## src/rtl/el2_lsu_clkgate_pkg.sv

```systemverilog
// Shared limits, types and helpers for the LSU clock-enable controller.
// Optional gated-cycle statistics are enabled with LSU_CLKGATE_STATS_EN.
package el2_lsu_clkgate_pkg;

    localparam int LSU_MIN_NSTAGE = 2;
    localparam int LSU_MAX_NSTAGE = 8;
    localparam int LSU_MIN_NBUF   = 1;
    localparam int LSU_MAX_NBUF   = 16;
    localparam int LSU_HOLD_W     = 3;
    localparam int LSU_STATS_W    = 32;

    typedef logic [LSU_HOLD_W-1:0] el2_lsu_hold_t;

    // Saturating increment used by the statistics counter.
    function automatic logic [LSU_STATS_W-1:0] lsu_sat_inc(input logic [LSU_STATS_W-1:0] val);
        logic [LSU_STATS_W-1:0] res;
        if (&val) begin
            res = val;
        end else begin
            res = val + 32'd1;
        end
        return res;
    endfunction

endpackage

```

## src/rtl/el2_lsu_hold_ctr.sv

```systemverilog
// One buffer channel: idle-hold countdown plus its bus-qualified clock enable.
// A busy cycle reloads the count from hold_cfg; otherwise it decays to zero.
module el2_lsu_hold_ctr
    import el2_lsu_clkgate_pkg::*;
#(
    parameter int HOLD_W = LSU_HOLD_W
) (
    input  logic              clk,
    input  logic              rst_l,
    input  logic              busy,
    input  logic              bus_qual,
    input  logic              bus_clk_en,
    input  logic              clk_override,
    input  logic [HOLD_W-1:0] hold_cfg,
    output logic              clken,
    output logic              hold_active
);

    logic [HOLD_W-1:0] cnt_r;
    logic [HOLD_W-1:0] cnt_nxt_s;
    logic              raw_s;

    // Next count: reload wins over expiry, otherwise saturating decrement.
    always_comb begin
        cnt_nxt_s = cnt_r;
        if (busy) begin
            cnt_nxt_s = hold_cfg;
        end else if (cnt_r != {HOLD_W{1'b0}}) begin
            cnt_nxt_s = cnt_r - HOLD_W'(1'b1);
        end else begin
            cnt_nxt_s = {HOLD_W{1'b0}};
        end
    end

    // Count register.
    always_ff @(posedge clk or negedge rst_l) begin
        if (!rst_l) begin
            cnt_r <= {HOLD_W{1'b0}};
        end else begin
            cnt_r <= cnt_nxt_s;
        end
    end

    // Channel enable; override is still masked on bus-qualified channels.
    always_comb begin
        hold_active = (cnt_r != {HOLD_W{1'b0}});
        raw_s       = busy | hold_active | clk_override;
        if (bus_qual) begin
            clken = raw_s & bus_clk_en;
        end else begin
            clken = raw_s;
        end
    end

endmodule

```

## src/rtl/el2_lsu_clkgate_ctl.sv

```systemverilog
// LSU clock-enable controller: stage c1/c2/store enables, per-channel buffer enables,
// free-clock enable and idle flag. LSU_CLKGATE_STATS_EN adds a gated-cycle counter.
module el2_lsu_clkgate_ctl
    import el2_lsu_clkgate_pkg::*;
#(
    parameter int NSTAGE = 3,
    parameter int NBUF   = 4,
    parameter int HOLD_W = LSU_HOLD_W
) (
    input  logic                   clk,
    input  logic                   rst_l,
    input  logic                   clk_override,
    input  logic                   dma_dccm_req,
    input  logic [NSTAGE-1:0]      stage_vld,
    input  logic [NSTAGE-1:0]      stage_store,
    input  logic [NBUF-1:0]        buf_busy,
    input  logic [NBUF-1:0]        buf_bus_qual,
    input  logic                   lsu_bus_clk_en,
    input  logic [HOLD_W-1:0]      hold_cfg,
`ifdef LSU_CLKGATE_STATS_EN
    input  logic                   stats_clr,
    output logic [LSU_STATS_W-1:0] gated_cycles,
`endif
    output logic [NSTAGE-1:0]      c1_clken,
    output logic [NSTAGE-1:0]      c2_clken,
    output logic [NSTAGE-1:0]      store_c1_clken,
    output logic [NBUF-1:0]        buf_clken,
    output logic                   free_c2_clken,
    output logic                   lsu_idle
);

    if ((NSTAGE < LSU_MIN_NSTAGE) || (NSTAGE > LSU_MAX_NSTAGE) ||
        (NBUF < LSU_MIN_NBUF) || (NBUF > LSU_MAX_NBUF) || (HOLD_W < 1)) begin : g_bad_cfg
        $error("el2_lsu_clkgate_ctl: illegal NSTAGE/NBUF/HOLD_W");
    end

    logic [NSTAGE-1:0] c1_q_r;
    logic [NSTAGE-1:0] c1_s;
    logic [NSTAGE-1:0] store_src_s;
    logic [NBUF-1:0]   hold_act_s;
    logic              free_c1_s;
    logic              free_q_r;
    logic              idle_r;
    logic              unused_store_top_s;

    // The last stage's store bit has no downstream stage to qualify.
    assign unused_store_top_s = stage_store[NSTAGE-1];

    // Stage enables: stage 0 wakes on entry or DMA, later stages on the packet moving in.
    always_comb begin
        c1_s    = {NSTAGE{1'b0}};
        c1_s[0] = stage_vld[0] | dma_dccm_req | clk_override;
        for (int k = 1; k < NSTAGE; k++) begin
            c1_s[k] = stage_vld[k] | c1_q_r[k-1] | clk_override;
        end
    end

    // Store qualifier of the packet entering each stage.
    assign store_src_s = {stage_store[NSTAGE-2:0], stage_store[0]};

    assign c1_clken       = c1_s;
    assign c2_clken       = c1_s | c1_q_r | {NSTAGE{clk_override}};
    assign store_c1_clken = (c1_s & store_src_s) | {NSTAGE{clk_override}};

    for (genvar j = 0; j < NBUF; j++) begin : g_buf
        el2_lsu_hold_ctr #(
            .HOLD_W       (HOLD_W)
        ) u_hold_ctr (
            .clk          (clk),
            .rst_l        (rst_l),
            .busy         (buf_busy[j]),
            .bus_qual     (buf_bus_qual[j]),
            .bus_clk_en   (lsu_bus_clk_en),
            .clk_override (clk_override),
            .hold_cfg     (hold_cfg),
            .clken        (buf_clken[j]),
            .hold_active  (hold_act_s[j])
        );
    end

    // Any activity anywhere keeps the free clock running.
    always_comb begin
        free_c1_s = (|stage_vld) | (|buf_busy) | (|hold_act_s) | dma_dccm_req | clk_override;
    end

    assign free_c2_clken = free_c1_s | free_q_r;
    assign lsu_idle      = idle_r;

    // Stage history, free-clock stretch and idle flag.
    always_ff @(posedge clk or negedge rst_l) begin
        if (!rst_l) begin
            c1_q_r   <= {NSTAGE{1'b0}};
            free_q_r <= 1'b0;
            idle_r   <= 1'b1;
        end else begin
            c1_q_r   <= c1_s;
            free_q_r <= free_c1_s;
            idle_r   <= ~free_c1_s;
        end
    end

`ifdef LSU_CLKGATE_STATS_EN
    logic [LSU_STATS_W-1:0] gated_r;

    // Saturating count of cycles with the free clock gated; clear wins.
    always_ff @(posedge clk or negedge rst_l) begin
        if (!rst_l) begin
            gated_r <= {LSU_STATS_W{1'b0}};
        end else if (stats_clr) begin
            gated_r <= {LSU_STATS_W{1'b0}};
        end else if (!free_c2_clken) begin
            gated_r <= lsu_sat_inc(gated_r);
        end else begin
            gated_r <= gated_r;
        end
    end

    assign gated_cycles = gated_r;
`endif

endmodule

```

## config.mk

```make
export PLATFORM = sky130hd
export DESIGN_NAME = el2_lsu_clkgate_ctl
export DESIGN_NICKNAME = d
export VERILOG_FILES = /design/src/rtl/el2_lsu_clkgate_pkg.sv /design/src/rtl/el2_lsu_hold_ctr.sv /design/src/rtl/el2_lsu_clkgate_ctl.sv
export SDC_FILE = /design/constraint.sdc
export NUM_CORES = 1
export LEC_CHECK = 0
export CAP_MARGIN = 40
export CORE_ASPECT_RATIO = 1.75
export CORE_UTILIZATION = 39
export CTS_CLUSTER_DIAMETER = 50
export DETAILED_ROUTE_END_ITERATION = 6
export GPL_ROUTABILITY_DRIVEN = 1
export GPL_TIMING_DRIVEN = 0
export PLACE_DENSITY = 0.81
export SLEW_MARGIN = 0
export SYNTH_ARGS = -nofsm -noshare
export SYNTH_HDL_FRONTEND = slang
export SYNTH_SLANG_ARGS = --single-unit
```

## constraint.sdc

```tcl
create_clock -name clk -period 1.4 [get_ports clk]
set_clock_uncertainty 0.1 [all_clocks]
set_input_delay 0.14 -clock clk [delete_from_list [all_inputs] [get_ports clk]]
set_output_delay 0.14 -clock clk [all_outputs]
set_load 0.05 [all_outputs]
```

# Word level (Yosys, flattened, before mapping)
# Index checks and enable logic that the tools add are counted.
# word_totals
wordCells	58
regBits	17
in_bits	22
# op_classes
muxes	12
n_bitwise	28
addsub	4
reduce_logical	7
# op_table
operator	n
$mux W3	8
$or A1 B1 Y1	19
$reduce_bool A3 Y1	4
$sub A3 B1 Y3 const B	4
$or A3 B3 Y3	3
$reduce_or A4 Y1	2
$and A1 B1 Y1	4
$mux W1	4
$and A3 B3 Y3	1
$reduce_or A3 Y1	1
$not A1 Y1	1

# Longest topological paths before layout
# depth
word_depth	6
depth_mapped	5
ltp_nobuf	4

# Cells and area by module
# From an unflattened synthesis, not the netlist that was laid out.
# unflattened
hier_cells	98
area_unflattened_um2	994.7
# by_module_without_submodules
mod	area_per_inst_um2	seq_area_each_um2	instances	cells_per_inst
el2_lsu_hold_ctr	180.2	75.1	4	18
el2_lsu_clkgate_ctl	274.0	126.4	1	26

# Worst setup path before layout
# No wires, ideal clock.
# synth_timing
path_kind	register to output
startpoint	reg g_buf[2].u_hold_ctr.cnt_r[0]
endpoint	out free_c2_clken
arrival_ps	1433
path_stages_with_launch	5
path_buffers	0
slack_ps	-273
cell_sequence	dfrtp_1 nor2_1 ha_1 nor4b_1 nand4_1
# synth_via
elab_chain_len	6
# synth_rtl
element	line	rtl
from (decl)	el2_lsu_hold_ctr.sv:19	logic [HOLD_W-1:0] cnt_r;
from (signal assigned)	el2_lsu_hold_ctr.sv:38	cnt_r <= {HOLD_W{1'b0}};
from (signal assigned)	el2_lsu_hold_ctr.sv:40	cnt_r <= cnt_nxt_s;
$reduce_bool A3 Y1	el2_lsu_hold_ctr.sv:46	hold_active = (cnt_r != {HOLD_W{1'b0}});
$reduce_or A4 Y1	el2_lsu_clkgate_ctl.sv:83	free_c1_s = (|stage_vld) | (|buf_busy) | (|hold_act_s) | dma_dccm_req | clk_override;
$or A1 B1 Y1 (3 in series)	el2_lsu_clkgate_ctl.sv:83	
$or A1 B1 Y1	el2_lsu_clkgate_ctl.sv:86	assign free_c2_clken = free_c1_s | free_q_r;
to (decl)	el2_lsu_clkgate_ctl.sv:28	output logic free_c2_clken,
# Every way passes these cells.

# Worst setup path after layout
# Same ends and word-level chain as after synthesis.

==> qor.yml <==
placed_design:
  hpwl_mm: 1.71
  dpl_cell_area_um2: 1370
  gp_congestion: 0.728
  port_buffers: 33
layout:
  fin_nets: 187
  area_delta_synth_final_pct: 70.1
  layout_commonest_cell: "buf_4"
  seq_area_um2: 427
  postLayoutCellArea_um2: 1700
  final_cell_mix: "25 x buf_4, 16 x dfrtp_1, 15 x clkdlybuf4s50_1, 10 x inv_1, 8 x a21oi_1"
  drive_gt1_frac: 0.481
  antenna_cells: 0
  nFillCells: 178
  multi_input_area_um2: 624
timing:
  slew_headroom: 0.481
  drv_slew: 0
  fin_ws_ns: -0.402
  fmaxAchievable_mhz: 555
  hold_viol: 0
  setup_viol: 10
  rsz0062_at_grt: "true"
  layout_min_cycle_time_ns: 1.80
  post-route-period-util: 1.29
  tightestPinTransition_ns: 0.776
critical_path:
  crit_arrival_ns: 1.56
  end_kind: "primary output"
  path_cells: "nor2_2 > ha_2 > nor4b_4 > nand4_1 > buf_6"
  cpPeakStageDelay_ns: 0.40
  cp_num_buf_inv: 1
  crit_type: "flop to primary output"
  crit_required_ns: 1.16
  startpoint_type: "flop"
  crit_family: "simple AND/OR/NAND/NOR gates"
  slowest_stage: "dfrtp_1"
  crit_fanout: 3
clocking:
  htree_levels: 1
  clk_pin_slew_ns: 0.07
  cts_hold_buf: 0
  clk_latency_ns: 0.25
  cts.root.buffer_cell: "clkbuf_8"
  clock_path_buffers: 2
  clock_sinks: 17
  cts_inserted_buffers: 3
  cts_tree: "yes"
detailed_routing:
  vias_per_cell: 5.27
  drtAntennaViolNets: 0
  dr.pass1.iters: 4
  vias: 954
  wirelength_mm: 2.77
  drtIter0Drc: 30
  drc: 0
  wl_per_cell_um: 15.3
floorplanning:
  die_w_um: 40.3
  die_h_um: 69.0
  coreArea_um2: 2360
  die_area_um2: 2780
  initial_core_util: 0.424
  rows: 23
  ios: 37
power:
  totalPowerFinal_w: 0.00142
  power.leakage_nw: 0.755
  powerDensity_nw_per_um2: 832
  ir_worst_vdd_uv: 499
global_routing:
  grtUsageTotal: 0.238
  grt.overflow.total: 0
  grt_first_pass_wirelength_mm: 4.45
  grt_pass1_vias: 1018
  grt_max_degree: 18
  antenna_found_initial: 0
flow_run:
  cap_violations: 0
synth:
  synthesis.nets: 131
  synth_seq_area_share: 0.427
  ys_ff_latch: 17
  synth_cell_types: 23
  avgSynthCellArea_um2: 9.90
  syn_area_um2: 1000
  syn_inst: 101
  yosysWarnings: 0
status:
  violations: "setup timing"
  status: "finished, violations left"
hold_path:
  hold_class: "primary input to flop"
-- path summary, 6_finish.rpt --
kind | start | endpoint | slack [ns] | cells past startpoint
max | g_buf[2].u_hold_ctr.cnt_r[0]$_DFF_PN0_ | free_c2_clken | -0.40 | 5
min | clk_override | c1_q_r[1]$_DFF_PN0_ | 0.14 | 3
max reg2reg | g_buf[0].u_hold_ctr.cnt_r[0]$_DFF_PN0_ | g_buf[0].u_hold_ctr.cnt_r[2]$_DFF_PN0_ | -0.38 | 10
min reg2reg | c1_q_r[0]$_DFF_PN0_ | c1_q_r[1]$_DFF_PN0_ | 0.47 | 2
max in group asynchronous | rst_l | g_buf[3].u_hold_ctr.cnt_r[2]$_DFF_PN0_ | 0.48 | 1
min in group asynchronous | rst_l | g_buf[1].u_hold_ctr.cnt_r[0]$_DFF_PN0_ | 0.23 | 1
-- worst min-delay path, delay by kind of cell --
family	cells	cell delay, ns
AND/OR/NAND/NOR	1	0.07
buffers and inverters	2	0.24
-- routing by layer --
metal,global-route usage,share of wire
met1,0.249,0.36
met3,0.0385,0.064
met2,0.421,0.54
met5,0,0
met4,0.133,0.034
-- synthesized netlist by cell type --
master / instances / area (um^2)
or3b_1: 4 / 35.0
and4bb_2: 1 / 12.5
nand2_1: 4 / 15.0
and4_1: 1 / 8.76
nand4_1: 2 / 12.5
dfstp_2: 1 / 26.3
dfrtp_1: 16 / 400
buf_6: 1 / 11.3
o31ai_1: 4 / 30.0
nor3_1: 2 / 10.0
nor4b_1: 1 / 8.76
nor3_4: 1 / 16.3
nor2_1: 9 / 33.8
nor3b_1: 5 / 37.5
buf_4: 4 / 30.0
buf_2: 1 / 5.00
mux2_2: 4 / 45.0
a21oi_1: 12 / 60.1
nor3b_2: 1 / 12.5
inv_1: 12 / 45.0
nor2b_1: 4 / 25.0
nand2b_1: 3 / 18.8
ha_1: 8 / 100
-- through the flow --
stage                     worst slack, ns  TNS (ns)  hold WS, ns  std cells  utilization
after floorplan                    -0.239    -0.239       -0.256        101            -
after global placement             -0.758     -8.22        0.326        159        0.580
final                              -0.402     -2.11        0.136        181        0.721
after global routing               -0.472     -2.84        0.153        181        0.721
after CTS                          -0.384     -1.90       0.0920        176        0.676
after detailed placement           -0.762     -8.51        0.338        159        0.580
-- power by group --
part	switching [W]	internal (W)
clock	0.000176	0.000202
combinational	0.000223	0.000242
sequential	0.0000386	0.000534
-- kinds of logic (layout without fill, tap and decap cells) --
logic type                 after synthesis  count (layout)  share of synthesized area
AOI/OAI and AO/OA                       16              16                     0.0901
DFF                                     17              17                      0.427
and+or+nand+nor                         38              38                      0.247
muxes                                    4               4                     0.0451
buffers and inverters                   18              73                     0.0914
adders and majority gates                8               8                      0.100
-- cell type report --
| type | count | share of cell area |
|---|---|---|
| multi-input combinational | 66 | 0.367 |
| inverter | 12 | 0.0265 |
| clock buffer | 4 | 0.0265 |
| timing repair buffer | 55 | 0.301 |
| sequential | 17 | 0.251 |
| tap | 25 | 0.0184 |
| buffer | 2 | 0.00957 |
-- timing repair --
item                       CTS  global route
setup buffers               16             7
setup endpoints to repair   17            17
pin swaps                   13            14
resized for setup          117            21
gates cloned                 0             0
-- registers in the layout, summed over array words and instances (netlist names) --
name and flops:
c1_q_r 3, g_buf.u_hold_ctr.cnt_r 12, lsu_idle 1, free_q_r 1
Power figures use the tool's default switching activity.
